===== config.mk =====
export PLATFORM = sky130hd
export DESIGN_NAME = coin_credit_ctrl
export DESIGN_NICKNAME = d
export VERILOG_FILES = /design/src/rtl/coin_credit_ctrl_pkg.sv /design/src/rtl/coin_credit_ctrl_btn_pulse.sv /design/src/rtl/coin_credit_ctrl.sv
export SDC_FILE = /design/constraint.sdc
export NUM_CORES = 1
export LEC_CHECK = 0
export CORE_UTILIZATION = 40
export CTS_BUF_LIST = sky130_fd_sc_hd__clkbuf_16
export DETAILED_ROUTE_END_ITERATION = 8
export SLEW_MARGIN = 25
export SYNTH_ARGS = -nofsm -noshare
export SYNTH_HDL_FRONTEND = slang
export SYNTH_HIERARCHICAL = 1
export SYNTH_SLANG_ARGS = --single-unit
export TNS_END_PERCENT = 100

===== constraint.sdc =====
create_clock -name CLK -period 9.5 [get_ports CLK]
set_clock_uncertainty 0.15 [all_clocks]
set_input_delay 2.85 -clock CLK [delete_from_list [all_inputs] [get_ports CLK]]
set_output_delay 2.85 -clock CLK [all_outputs]
set_load 0.01 [all_outputs]

===== src/rtl/coin_credit_ctrl_pkg.sv =====
// Shared types and constants for the coin/credit front end and the display path.
// Pure declarations: no logic, no latency, no flow control.
package coin_credit_ctrl_pkg;

  typedef enum logic [1:0] {
    IDLE = 2'd0,
    PLAY = 2'd1,
    DENY = 2'd2
  } state_t;

  localparam int CREDIT_W = 7;
  localparam int TIMER_W  = 32;

  localparam int unsigned DEF_COIN_VALUE = 1;
  localparam int unsigned DEF_GAME_COST  = 3;
  localparam int unsigned DEF_MAX_CREDIT = 99;

  // Clamp an 8-bit intermediate credit value to the ceiling.
  function automatic logic [CREDIT_W-1:0] sat_credit(input logic [7:0] v, input logic [7:0] lim);
    sat_credit = (v > lim) ? lim[CREDIT_W-1:0] : v[CREDIT_W-1:0];
  endfunction

endpackage


===== src/rtl/coin_credit_ctrl_btn_pulse.sv =====
// Button conditioner: 2-flop sync, optional debounce (COIN_CTRL_DEBOUNCE_EN), rising-edge pulse.
// Latency 3 edges (3 + DEBOUNCE_CYCLES with debounce); no backpressure, one pulse per held level.
module btn_pulse #(
  parameter int unsigned DEBOUNCE_CYCLES = 1_000_000
) (
  input  logic clk,
  input  logic rst_n,
  input  logic btn,
  output logic pulse
);

  logic sync_1;
  logic sync_2;
  logic lvl;
  logic lvl_q;

  always_ff @(posedge clk) begin
    if (!rst_n) begin
      sync_1 <= 1'b0;
      sync_2 <= 1'b0;
    end else begin
      sync_1 <= btn;
      sync_2 <= sync_1;
    end
  end

`ifdef COIN_CTRL_DEBOUNCE_EN
  logic [31:0] db_cnt;
  logic        db_lvl;

  // A new level must persist for the full window before it is passed on.
  always_ff @(posedge clk) begin
    if (!rst_n) begin
      db_cnt <= '0;
      db_lvl <= 1'b0;
    end else if (sync_2 == db_lvl) begin
      db_cnt <= '0;
    end else if (db_cnt == 32'(DEBOUNCE_CYCLES - 1)) begin
      db_cnt <= '0;
      db_lvl <= sync_2;
    end else begin
      db_cnt <= db_cnt + 32'd1;
    end
  end

  assign lvl = db_lvl;
`else
  logic unused_db;
  assign unused_db = |DEBOUNCE_CYCLES;
  assign lvl       = sync_2;
`endif

  always_ff @(posedge clk) begin
    if (!rst_n) begin
      lvl_q <= 1'b0;
      pulse <= 1'b0;
    end else begin
      lvl_q <= lvl;
      pulse <= lvl & ~lvl_q;
    end
  end

endmodule


===== src/rtl/coin_credit_ctrl.sv =====
// Coin/credit sequencer: saturating credit, start gating, timed PLAY/DENY. Optional COIN_CTRL_DEBOUNCE_EN.
// Credit/outputs update 4 edges after a button rise; no backpressure, inputs are sampled every cycle.
module coin_credit_ctrl
  import coin_credit_ctrl_pkg::*;
#(
  parameter int unsigned COIN_VALUE      = DEF_COIN_VALUE,
  parameter int unsigned GAME_COST       = DEF_GAME_COST,
  parameter int unsigned MAX_CREDIT      = DEF_MAX_CREDIT,
  parameter int unsigned GAME_CYCLES     = 50_000_000,
  parameter int unsigned DENY_CYCLES     = 25_000_000,
  parameter int unsigned DEBOUNCE_CYCLES = 1_000_000
) (
  input  logic                CLK,
  input  logic                RST,
  input  logic                C_IN,
  input  logic                GAME_START,
  output logic [CREDIT_W-1:0] credit,
  output logic                game_active,
  output logic                deny,
  output logic                game_over,
  output logic                coin_ack
);

  logic coin_p;
  logic start_p;

  btn_pulse #(.DEBOUNCE_CYCLES(DEBOUNCE_CYCLES)) u_coin_pulse (
    .clk   (CLK),
    .rst_n (RST),
    .btn   (C_IN),
    .pulse (coin_p)
  );

  btn_pulse #(.DEBOUNCE_CYCLES(DEBOUNCE_CYCLES)) u_start_pulse (
    .clk   (CLK),
    .rst_n (RST),
    .btn   (GAME_START),
    .pulse (start_p)
  );

  state_t               state;
  state_t               state_nxt;
  logic [TIMER_W-1:0]   timer;
  logic [TIMER_W-1:0]   timer_nxt;
  logic                 accept;
  logic [CREDIT_W-1:0]  credit_nxt;
  logic                 active_nxt;
  logic                 deny_nxt;
  logic                 over_nxt;
  logic [7:0]           credit_wide;
  logic [7:0]           credit_sum;

  assign credit_wide = {1'b0, credit};

  always_ff @(posedge CLK) begin
    if (!RST) begin
      state       <= IDLE;
      timer       <= '0;
      credit      <= '0;
      game_active <= 1'b0;
      deny        <= 1'b0;
      game_over   <= 1'b0;
      coin_ack    <= 1'b0;
    end else begin
      state       <= state_nxt;
      timer       <= timer_nxt;
      credit      <= credit_nxt;
      game_active <= active_nxt;
      deny        <= deny_nxt;
      game_over   <= over_nxt;
      coin_ack    <= coin_p;
    end
  end

  always_comb begin
    state_nxt = state;
    timer_nxt = timer;
    accept    = 1'b0;
    case (state)
      IDLE: begin
        if (start_p) begin
          // Sufficiency uses the credit held before any coin arriving this cycle.
          if (credit_wide >= 8'(GAME_COST)) begin
            accept    = 1'b1;
            state_nxt = PLAY;
            timer_nxt = TIMER_W'(GAME_CYCLES - 1);
          end else begin
            state_nxt = DENY;
            timer_nxt = TIMER_W'(DENY_CYCLES - 1);
          end
        end
      end
      PLAY, DENY: begin
        if (timer == '0) begin
          state_nxt = IDLE;
        end else begin
          timer_nxt = timer - 1'b1;
        end
      end
      default: begin
        state_nxt = IDLE;
        timer_nxt = '0;
      end
    endcase
  end

  always_comb begin
    active_nxt = (state_nxt == PLAY);
    deny_nxt   = (state_nxt == DENY);
    over_nxt   = (state == PLAY) && (timer == '0);
    // An accepted start implies credit >= GAME_COST, so the subtraction cannot underflow.
    credit_sum = credit_wide
               + (coin_p ? 8'(COIN_VALUE) : 8'd0)
               - (accept ? 8'(GAME_COST) : 8'd0);
    credit_nxt = sat_credit(credit_sum, 8'(MAX_CREDIT));
  end

endmodule

==> impl_metrics.py <==
metrics = {
    "floorplan": {
        "io_pins": 15,
        "floorplan.die_area_um2": 8391,
        "num_rows": 32,
        "die_width_um": 91.61,
        "fp.coreArea_um2": 7727,
        "fp.dieH_um": 91.61,
        "start_util": 0.4156,
    },
    "timing": {
        "final_min_period_ps": 4827,
        "final_max_tran_viols": 0,
        "unrepaired_setup_endpoints_after_global_routing": "no",
        "relSlewSlack": 0.3675,
        "setup_viol": 0,
        "setup_tns_ps": 0,
        "timing.final.crit_share": 0.5081,
        "actual_transition_at_the_worst_max_transition_pin_ps": 940.9,
        "hold-worst-slack_ps": 289.9,
        "number_of_failing_hold_endpoints_at_the_final_stage": 0,
        "max_freq_ghz": 0.2072,
    },
    "logic_synthesis": {
        "synth_largest_area_cell": "sky130_fd_sc_hd__dfxtp_1",
        "syn_avg_cell_area_um2": 8.452,
        "synth_enable_flop_cells": 0,
        "netlist.area_leader.share": 0.3303,
        "syn_nets": 405,
        "synthesized_flop_and_latch_total": 53,
        "synth_top_cells_by_count": "53 x sky130_fd_sc_hd__dfxtp_1, 27 x sky130_fd_sc_hd__nand2_1, 24 x sky130_fd_sc_hd__inv_1",
        "syn-cell-area_um2": 3212,
        "ys_seq_area_frac": 0.3303,
        "synth_async_sr_flop_share": 0,
        "synth_cell_type_count": 58,
        "netlist_instances": 380,
        "postSynth.topFlopCell": "sky130_fd_sc_hd__dfxtp_1",
        "synthMostInstantiatedCell": "sky130_fd_sc_hd__dfxtp_1",
        "ys_top_cells_by_area": "sky130_fd_sc_hd__dfxtp_1 33%, sky130_fd_sc_hd__ha_1 7.8%, sky130_fd_sc_hd__nand2_1 3.2%",
        "yosysWarningCount": 6,
    },
    "cells_and_area": {
        "top_regs": "timer (32), credit (7), state (2)",
        "antenna_cells_inserted": 0,
        "drive_above_1_share": 0.09021,
        "largest-register": "timer",
        "final_util": 0.4603,
        "largest_reg_flops": 32,
        "num-nets-final": 412,
        "syn2layout_area_growth_pct": 10.75,
    },
    "global_route": {
        "global_route.usage.met1": 0.2840,
        "grt-busiest-layer": "met2",
        "grt_overflow_total": 0,
        "grt_met2_use": 0.3020,
        "grt_max_degree": 28,
        "first_global_vias": 2729,
        "grt_antenna_before_repair": 0,
        "grtUsageTotal": 0.1993,
        "first_pass_grt_wire_length_mm": 13.47,
        "global_route.usage.met3": 0.02848,
    },
    "worst_setup_path": {
        "worst-setup-path-type": "in2reg",
        "worstPathCellList": "clkdlybuf4s50_1, inv_1, o41ai_2, buf_4, and2_1, a311o_1",
        "number_of_cells_traversed_by_the_worst_register_to_register_path": 15,
        "worst_r2r_startpoint": "state[1]",
        "worst_ep_required_time_ps": 9520,
        "critical-path-slowest-cell": "sky130_fd_sc_hd__clkdlybuf4s50_1",
        "cp.arrival_ps": 4850,
        "critPathCaptureType": "flip-flop",
        "worst_setup_path_endpoint": "timer[16]",
        "worst_setup_path_start_kind": "primary input",
        "crit_path_start": "RST",
        "worst-path-max-fanout": 16,
        "cp_slowest_stage_delay_ps": 640,
        "r2r_slack_ps": 5100,
        "r2r_end": "credit[3]",
    },
    "clock_tree": {
        "cts.htree.levels": 2,
        "ctsHoldBuffers": 0,
        "buffers_from_clock_root_to_sink_at_most": 2,
        "post-cts-setup-buffers": 0,
        "numCtsBuffers": 5,
        "clock_sinks": 53,
        "tritoncts_clock_tree": "done",
        "clk_pin_slew_ps": 70,
        "cts_root_buf": "sky130_fd_sc_hd__clkbuf_16",
        "cts_resized": 0,
        "clock_latency_ps": 290,
    },
    "pwr": {
        "sw_frac_of_total": 0.4294,
        "power.share.combinational": 0.520,
        "switchingPower_mw": 0.4080,
        "cellInternalPower_mw": 0.5423,
        "vdd.ir_drop.worst_uv": 143.1,
        "power.clock.fraction": 0.182,
        "power.density_nw_per_um2": 267.2,
        "share_seq_of_total_power": 0.297,
        "p_leak_nw": 1.367,
    },
    "routing": {
        "dr_iter_0_viols": 271,
        "wl_per_cell_um": 15.90,
        "via_density_per_instance": 5.898,
        "route.final.wire_length_mm": 7.790,
        "number_of_nets_still_failing_antenna_checks_after_routing": 0,
        "drt_first_pass_iters": 4,
        "total_vias_in_the_final_route": 2890,
        "drc_violation_count_after_routing": 0,
    },
    "placement": {
        "placement.io_buffers": 14,
        "place.gp.congestion": 0.8432,
        "dpl.hpwl_mm": 5.628,
    },
    "outcome": {
        "outcome": "finished, final reports clean",
    },
    "min_path": {
        "min-delay-start": "u_start_pulse/sync_1",
        "worstHoldPathType": "reg2reg",
    },
    "job": {
        "max_cap_violations": 0,
    },
}
[logic make-up (layout without fill, tap and decap cells)]
logic type | count (synthesis) | in the layout | synth area share
flip-flops | 53 | 53 | 0.3303
AO/OA/AOI/OAI | 109 | 109 | 0.2427
AND/OR/NAND/NOR | 149 | 149 | 0.2692
adder cells (fa/ha/maj) | 21 | 21 | 0.08415
buffers and inverters | 41 | 49 | 0.05454
XOR/XNOR | 7 | 7 | 0.01909
[worst max-delay path: cells and delay by family]
family,cells,cell delay (ps)
AOI/OAI and AO/OA,2,460
and+or+nand+nor,1,170
buffers and inverters,3,1360
[power groups by stage]
stage / Clock (mW) / Sequential (mW) / Combinational, mW
floorplan: 0 / 0.284 / 0.367
global placement: 0 / 0.287 / 0.486
detailed placement: 0 / 0.288 / 0.486
CTS: 0.178 / 0.283 / 0.489
global route: 0.189 / 0.287 / 0.552
finish: 0.173 / 0.283 / 0.495
[layout make-up]
type | count | area, um^2
multi-input cells | 286 | 1976
inverters | 24 | 90.09
well taps | 102 | 127.6
fillers | 788 | 4170
flip-flops and latches | 53 | 1061
clock buffers | 5 | 125.1
repair buffers | 17 | 162.7
clock inverters | 3 | 15.01
[metal layers]
layer / up-vias / part of all wire
met1: 1361 / 0.48
met2: 73 / 0.45
met4: 0 / 0.020
met3: 10 / 0.053
li1: 1446 / -
met5: - / 0
[stage by stage]
stage | cell area (um^2) | total power, mW | worst slack, ps | std cells
after floorplan | 3212 | 0.6507 | 5480 | 380
after global placement | 3417 | 0.7734 | 4437 | 482
after detailed placement | 3417 | 0.7735 | 4354 | 482
after CTS | 3557 | 0.9497 | 4653 | 490
after global routing | 3557 | 1.029 | 4493 | 490
final | 3557 | 0.9504 | 4673 | 490
[layout by cell type (no fill, tap or decap), drive strengths merged, types with 4 or more instances in the layout]
cell type,n
o31ai,10
a21oi,28
ha,20
nor2b,6
o31a,5
dfxtp,53
clkbuf,5
nor3,15
nor2,18
clkdlybuf4s50,14
a31oi,13
o21ai,15
a21o,4
nand2,27
xor2,4
nand3,10
and3b,4
or4,13
inv,26
and3,4
nand4,4
o211ai,5
and2,10
nor4,8
or3,13
a221o,4
and4,4
[worst min-delay path by stage]
stage	endpoint	slack (ps)	cells past startpoint
floorplan	u_coin_pulse/lvl	270	1
global placement	u_start_pulse/lvl	280	1
detailed placement	u_coin_pulse/lvl	280	1
CTS	u_start_pulse/lvl	300	1
global route	u_coin_pulse/lvl	310	1
finish	u_start_pulse/lvl	290	1
(Power assumes the default switching activity.)
